File: config.mk
export PLATFORM = sky130hd
export DESIGN_NAME = axi_lite_reg_slave
export DESIGN_NICKNAME = d
export VERILOG_FILES = /design/src/rtl/axi_lite_pkg.sv /design/src/rtl/axi_lite_reg_slave_wstrb_merge.sv /design/src/rtl/axi_lite_reg_slave.sv
export SDC_FILE = /design/constraint.sdc
export NUM_CORES = 1
export LEC_CHECK = 0
export ABC_AREA = 0
export CAP_MARGIN = 15
export CORE_MARGIN = 1.5
export CORE_UTILIZATION = 50
export DETAILED_ROUTE_END_ITERATION = 6
export GPL_ROUTABILITY_DRIVEN = 0
export PLACE_DENSITY = 0.85
export SLEW_MARGIN = 20
export SYNTH_ARGS = -nofsm -noshare
export SYNTH_HDL_FRONTEND = slang
export SYNTH_SLANG_ARGS = --single-unit
File: constraint.sdc
create_clock -name aclk -period 3 [get_ports aclk]
set_input_delay 0.3 -clock aclk [delete_from_list [all_inputs] [get_ports aclk]]
set_output_delay 0.3 -clock aclk [all_outputs]
set_load 0.05 [all_outputs]
File: src/rtl/axi_lite_pkg.sv
// Shared AXI4-Lite definitions: response codes and responder FSM states.
// Used by axi_lite_reg_slave and its helpers.
package axi_lite_pkg;

  localparam logic [1:0] RESP_OKAY   = 2'b00;
  localparam logic [1:0] RESP_DECERR = 2'b11;

  typedef enum logic {
    RD_IDLE,
    RD_RESP
  } rd_state_t;

  typedef enum logic [1:0] {
    WR_IDLE,
    WR_ADDR,
    WR_DATA,
    WR_RESP
  } wr_state_t;

endpackage

File: src/rtl/axi_lite_reg_slave_wstrb_merge.sv
// Byte-lane merge of write data into an existing register value.
// Lanes with a clear strobe keep the old byte.
module axi_lite_reg_slave_wstrb_merge
  import axi_lite_pkg::*;
#(
  parameter int DATA_WIDTH = 32
) (
  input  logic [DATA_WIDTH-1:0]   old_data,
  input  logic [DATA_WIDTH-1:0]   wdata,
  input  logic [DATA_WIDTH/8-1:0] wstrb,
  output logic [DATA_WIDTH-1:0]   merged
);

  always_comb begin
    merged = old_data;
    for (int k = 0; k < DATA_WIDTH/8; k++) begin
      if (wstrb[k]) begin
        merged[8*k +: 8] = wdata[8*k +: 8];
      end
    end
  end

endmodule

File: src/rtl/axi_lite_reg_slave.sv
// AXI4-Lite register-file responder with independent read and write FSMs.
// Define AXIL_REG_SLV_DECERR_EN to answer out-of-window accesses with DECERR.
module axi_lite_reg_slave
  import axi_lite_pkg::*;
#(
  parameter int                    ADDR_WIDTH = 32,
  parameter int                    DATA_WIDTH = 32,
  parameter int                    NUM_REGS   = 4,
  parameter logic [ADDR_WIDTH-1:0] BASE_ADDR  = '0
) (
  input  logic                    aclk,
  input  logic                    areset_n,
  input  logic [ADDR_WIDTH-1:0]   araddr,
  input  logic                    arvalid,
  output logic                    arready,
  output logic [DATA_WIDTH-1:0]   rdata,
  output logic [1:0]              rresp,
  output logic                    rvalid,
  input  logic                    rready,
  input  logic [ADDR_WIDTH-1:0]   awaddr,
  input  logic                    awvalid,
  output logic                    awready,
  input  logic [DATA_WIDTH-1:0]   wdata,
  input  logic [DATA_WIDTH/8-1:0] wstrb,
  input  logic                    wvalid,
  output logic                    wready,
  output logic [1:0]              bresp,
  output logic                    bvalid,
  input  logic                    bready
);

  localparam int IDX_W  = $clog2(NUM_REGS);
  localparam int STRB_W = DATA_WIDTH/8;

  rd_state_t rd_state, rd_next;
  wr_state_t wr_state, wr_next;

  logic [DATA_WIDTH-1:0] regs [NUM_REGS];

  logic [ADDR_WIDTH-1:0] aw_addr_q;
  logic [DATA_WIDTH-1:0] w_data_q;
  logic [STRB_W-1:0]     w_strb_q;

  logic ar_hs;
  logic aw_hs;
  logic w_hs;
  logic wr_commit;

  logic [ADDR_WIDTH-1:0] rd_off;
  logic [ADDR_WIDTH-1:0] wr_addr;
  logic [ADDR_WIDTH-1:0] wr_off;
  logic [IDX_W-1:0]      rd_idx;
  logic [IDX_W-1:0]      wr_idx;
  logic                  rd_ok;
  logic                  wr_ok;

  logic [DATA_WIDTH-1:0] wr_data;
  logic [STRB_W-1:0]     wr_strb;
  logic [DATA_WIDTH-1:0] wr_merged;

  assign ar_hs = arvalid && arready;
  assign aw_hs = awvalid && awready;
  assign w_hs  = wvalid && wready;

  // The beat arriving this cycle wins over the held copy
  assign wr_addr = aw_hs ? awaddr : aw_addr_q;
  assign wr_data = w_hs ? wdata : w_data_q;
  assign wr_strb = w_hs ? wstrb : w_strb_q;

  assign rd_off = araddr - BASE_ADDR;
  assign wr_off = wr_addr - BASE_ADDR;
  assign rd_idx = rd_off[IDX_W+1:2];
  assign wr_idx = wr_off[IDX_W+1:2];

`ifdef AXIL_REG_SLV_DECERR_EN
  localparam logic [ADDR_WIDTH-1:0] SPAN = ADDR_WIDTH'(4*NUM_REGS);
  // Wrapped subtraction makes addresses below the base look huge
  assign rd_ok = rd_off < SPAN;
  assign wr_ok = wr_off < SPAN;
`else
  assign rd_ok = 1'b1;
  assign wr_ok = 1'b1;
`endif

  logic unused_off;
  assign unused_off = ^{rd_off, wr_off};

  axi_lite_reg_slave_wstrb_merge #(
    .DATA_WIDTH (DATA_WIDTH)
  ) u_merge (
    .old_data (regs[wr_idx]),
    .wdata    (wr_data),
    .wstrb    (wr_strb),
    .merged   (wr_merged)
  );

  always_ff @(posedge aclk or negedge areset_n) begin
    if (!areset_n) begin
      rd_state <= RD_IDLE;
      wr_state <= WR_IDLE;
    end else begin
      rd_state <= rd_next;
      wr_state <= wr_next;
    end
  end

  always_comb begin
    rd_next = rd_state;
    arready = 1'b0;
    unique case (rd_state)
      RD_IDLE: begin
        arready = 1'b1;
        if (arvalid) rd_next = RD_RESP;
      end
      RD_RESP: begin
        if (rready) rd_next = RD_IDLE;
      end
      default: rd_next = RD_IDLE;
    endcase
  end

  always_comb begin
    wr_next   = wr_state;
    awready   = 1'b0;
    wready    = 1'b0;
    wr_commit = 1'b0;
    unique case (wr_state)
      WR_IDLE: begin
        awready = 1'b1;
        wready  = 1'b1;
        if (awvalid && wvalid) begin
          wr_commit = 1'b1;
          wr_next   = WR_RESP;
        end else if (awvalid) begin
          wr_next = WR_ADDR;
        end else if (wvalid) begin
          wr_next = WR_DATA;
        end
      end
      WR_ADDR: begin
        wready = 1'b1;
        if (wvalid) begin
          wr_commit = 1'b1;
          wr_next   = WR_RESP;
        end
      end
      WR_DATA: begin
        awready = 1'b1;
        if (awvalid) begin
          wr_commit = 1'b1;
          wr_next   = WR_RESP;
        end
      end
      WR_RESP: begin
        if (bready) wr_next = WR_IDLE;
      end
      default: wr_next = WR_IDLE;
    endcase
  end

  always_ff @(posedge aclk or negedge areset_n) begin
    if (!areset_n) begin
      rvalid <= 1'b0;
      rdata  <= '0;
      rresp  <= RESP_OKAY;
    end else if (ar_hs) begin
      rvalid <= 1'b1;
      rdata  <= rd_ok ? regs[rd_idx] : '0;
      rresp  <= rd_ok ? RESP_OKAY : RESP_DECERR;
    end else if (rvalid && rready) begin
      rvalid <= 1'b0;
    end
  end

  always_ff @(posedge aclk or negedge areset_n) begin
    if (!areset_n) begin
      aw_addr_q <= '0;
      w_data_q  <= '0;
      w_strb_q  <= '0;
    end else begin
      if (aw_hs) aw_addr_q <= awaddr;
      if (w_hs) begin
        w_data_q <= wdata;
        w_strb_q <= wstrb;
      end
    end
  end

  always_ff @(posedge aclk or negedge areset_n) begin
    if (!areset_n) begin
      bvalid <= 1'b0;
      bresp  <= RESP_OKAY;
    end else if (wr_commit) begin
      bvalid <= 1'b1;
      bresp  <= wr_ok ? RESP_OKAY : RESP_DECERR;
    end else if (bvalid && bready) begin
      bvalid <= 1'b0;
    end
  end

  always_ff @(posedge aclk or negedge areset_n) begin
    if (!areset_n) begin
      for (int i = 0; i < NUM_REGS; i++) begin
        regs[i] <= '0;
      end
    end else if (wr_commit && wr_ok) begin
      regs[wr_idx] <= wr_merged;
    end
  end

endmodule

==> metrics.md <==
| Metric | Value |
|---|---|
| Status | finished, final reports clean |
| CP bufs+invs | 2 |
| Vias in the first global route | 8414 |
| Slew Viols, Final | 0 |
| Chip width | 150.1 um |
| Pwr Total | 15.57 mW |
| Crit. path cell count | 8 |
| Crit path capture type | register |
| Full die area | 22530 um^2 |
| Vias | 8123 |
| Min cycle time layout | 2.771 ns |
| Crit path kind | register to register |
| Site row count | 53 |
| Most common cell after layout, fill and taps aside | dfrtp_1 |
| Final hold viol count | 0 |
| WP data required | 3.39 ns |
| Leakage | 5.498 nW |
| First DRT Iteration DRCs | 698 |
| Multi-input gate area | 5318 um^2 |
| Worst VDD drop | 0.8180 mV |
| Crit-path most repeated cell | mux2_2 |
| Seq/Total Area, Yosys | 46.95% |
| Clock Path Buffers | 3 |
| Worst Tran Pin Value | 0.7297 ns |
| Crit Reg-Reg Endpoint | regs[81]$_DFFE_PN0P_ |
| Final WL | 26.46 mm |
| Async S/R FF share, synth | 100.0% |
| P_sw | 6.648 mW |
| Total grt overflow | 0 |
| Largest net degree at the start of global routing | 84 |
| DR pass1 iterations | 5 |
| Total GRT Usage | 24.17% |
| Crit-path max FO | 29 |
| Diode count | 0 |
| FILL cells | 1670 |
| Setup TNS Final | 0 ns |
| Arrival time of the worst setup path | 3.16 ns |
| Sw frac | 42.71% |
| Setup violators final | 0 |
| CP top delay family | multiplexers |
| Post-Syn Area | 10820 um^2 |
| Final net count | 1172 |
| Initial Util | 51.14% |
| Register bit total from synthesis | 203 |
| EDFF count, synth | 0 |
| Initial antenna violation count | 0 |
| Routed vias/inst | 6.030 |
| Floorplan Core Area | 21150 um^2 |
| Synthesized area per cell | 11.00 um^2 |
| Setup slack, reg-to-reg | 0.23 ns |
| Post-Synthesis Cells | 984 |
| Worst skew pair latency | 0.51 ns |
| Reg2reg start | wr_state[0]$_DFFE_PN0P_ |
| Port-buffer cells | 83 |
| Critical Path Source | wr_state[0]$_DFFE_PN0P_ |
| # H-tree levels | 1 |
| Area occupied by registers | 5080 um^2 |
| Slowest cell on crit path | mux2_2 |
| CTS tree | built |
| Drt wl/cell | 19.64 um |
| Cell Pwr Density | 1217 nW/um^2 |
| Die H | 150.1 um |
| Clock share of power | 16.5% |
| Crit-path max cell delay | 0.61 ns |
| Layout area overhead | 18.26% |
| First-pass GRT wire length | 42.91 mm |
| FF-to-FF path depth | 8 |
| Netlist cell types | 37 |
| Yosys warns | 0 |
| Clock root cell | clkbuf_16 |
| Sequential share of power | 32.6% |
| Clock Skews | 0.01619 ns |
| Hold Path Class | input pin to asynchronous set/reset pin |
| Achievable Freq | 360.9 MHz |
| CP Launch Type | register |
| # DRC | 0 |
| CTS sink cnt | 203 |
| Post-route ant nets | 0 |
| Worst setup endpoint | regs[81]$_DFFE_PN0P_ |
| I/O pins | 148 |
| Maxcap violations | 0 |
| DPL Wire Length | 17.01 mm |
| Share of cells above drive strength 1 | 22.67% |
| Worst relative slew slack | 51.35% |
| Worst-path cell chain | inv_1 > ha_2 > o21ai_2 > buf_12 > mux2_2 > a21oi_1 > a31oi_1 > mux2_2 |
| Combinational fraction of design power | 50.9% |
| Synth Flop Type | dfrtp_1 |
| TritonCTS Buffers | 22 |
| Clock transition at path regs | 0.06 ns |
| Int Pwr | 8.918 mW |
| Final worst path period share | 92.36% |
| RSZ-0062 raised after global routing | false |
| Leading cell types in the layout, fill and taps excluded | 203 x dfrtp_1, 117 x mux2_2, 112 x nand2_1 |
==> logic make-up after synthesis <==
family                   Yosys count  synth area share (%)
AND/OR/NAND/NOR                  220                 9.934
flip-flops                       203                 46.95
buffers and inverters            112                 4.660
AO/OA/AOI/OAI                    228                 12.64
other                              1               0.03466
multiplexers                     214                 25.08
adder cells (fa/ha/maj)            6                0.6939
==> repair_timing <==
item / in CTS / in global routing
endpoints found under the hold margin: 80 / 0
endpoints found under the setup margin: 2 / 20
pin swaps: 0 / 0
setup buffers: 3 / 0
hold buffers: 1 / 0
gates resized for setup: 1 / 3
==> through the flow <==
step	utilization, %	cells	setup slack [ns]	hold WS (ns)	cell area (um^2)
after floorplan	-	987	0.5118	0.004409	10830
final	60.48	1347	0.2291	0.3875	12790
after detailed placement	57.01	1306	-0.02016	0.3911	12060
after global placement	57.01	1306	0.1352	0.3871	12060
after CTS	60.41	1347	0.1498	0.3844	12780
after global routing	60.48	1347	0.08344	0.4110	12790
==> metal layers <==
layer | routed length, um | vias to the layer above | GRT usage (%)
met5 | 0 | - | 0
met4 | 616 | 0 | 8.480
met3 | 1634 | 48 | 2.970
met2 | 13230 | 312 | 41.44
met1 | 10980 | 4100 | 31.67
li1 | - | 3663 | -
==> layout make-up <==
cell class                 instances  share of cell area, %
multi-input combinational        672                  41.56
sequential                       203                  39.70
timing repair buffer             118                  9.495
clock buffer                      31                  5.046
tap                              275                  2.689
inverter                          42                  1.232
clock inverter                     6                 0.2738
==> worst min path at each step <==
stage                   from                endpoint  slack (ns)  depth (start not counted)
finish              areset_n  w_data_q[29]$_DFF_PN0_        0.39                          2
global route        wdata[8]   w_data_q[8]$_DFF_PN0_        0.41                          3
CTS                   rready      rd_state$_DFF_PN0_        0.38                          3
detailed placement  areset_n  w_data_q[29]$_DFF_PN0_        0.39                          1
global placement    areset_n  w_data_q[26]$_DFF_PN0_        0.39                          1
floorplan           areset_n  aw_addr_q[2]$_DFF_PN0_       0.004                          0
==> registers in the layout (all words and copies together), names as in the netlist <==
| register | cells |
|---|---|
| aw_addr_q | 2 |
| bvalid | 1 |
| rd_state | 1 |
| rdata | 32 |
| regs | 128 |
| rvalid | 1 |
| w_data_q | 32 |
| w_strb_q | 4 |
| wr_state | 2 |
==> Yosys cell counts (all sizes together), types with 2 or more instances <==
library cell / instances / area (um^2)
dfrtp: 203 / 5080
mux2: 117 / 1318
nand2: 112 / 420.4
a21oi: 97 / 485.5
mux2i: 65 / 675.6
o21ai: 59 / 295.3
nand2b: 48 / 300.3
buf: 47 / 260.2
inv: 42 / 157.7
mux4: 32 / 720.7
nor3: 26 / 151.4
a22o: 23 / 201.4
a31oi: 23 / 143.9
and2: 23 / 143.9
clkbuf: 23 / 86.33
a221oi: 10 / 112.6
o31ai: 9 / 67.56
ha: 6 / 75.07
a21o: 3 / 22.52
nor2: 3 / 11.26
nor2b: 3 / 18.77
or2: 3 / 18.77
nand3: 2 / 10.01
==> power by group through the flow <==
stage               combinational, mW  sequential, mW  clock [mW]
global placement                 7.46            4.98           0
detailed placement               7.77            5.07           0
finish                           7.92            5.08        2.57
CTS                              7.85            5.05        2.61
global route                     8.51            5.25        2.72
floorplan                        4.96            5.53           0
Power figures use the tool's default switching activity.
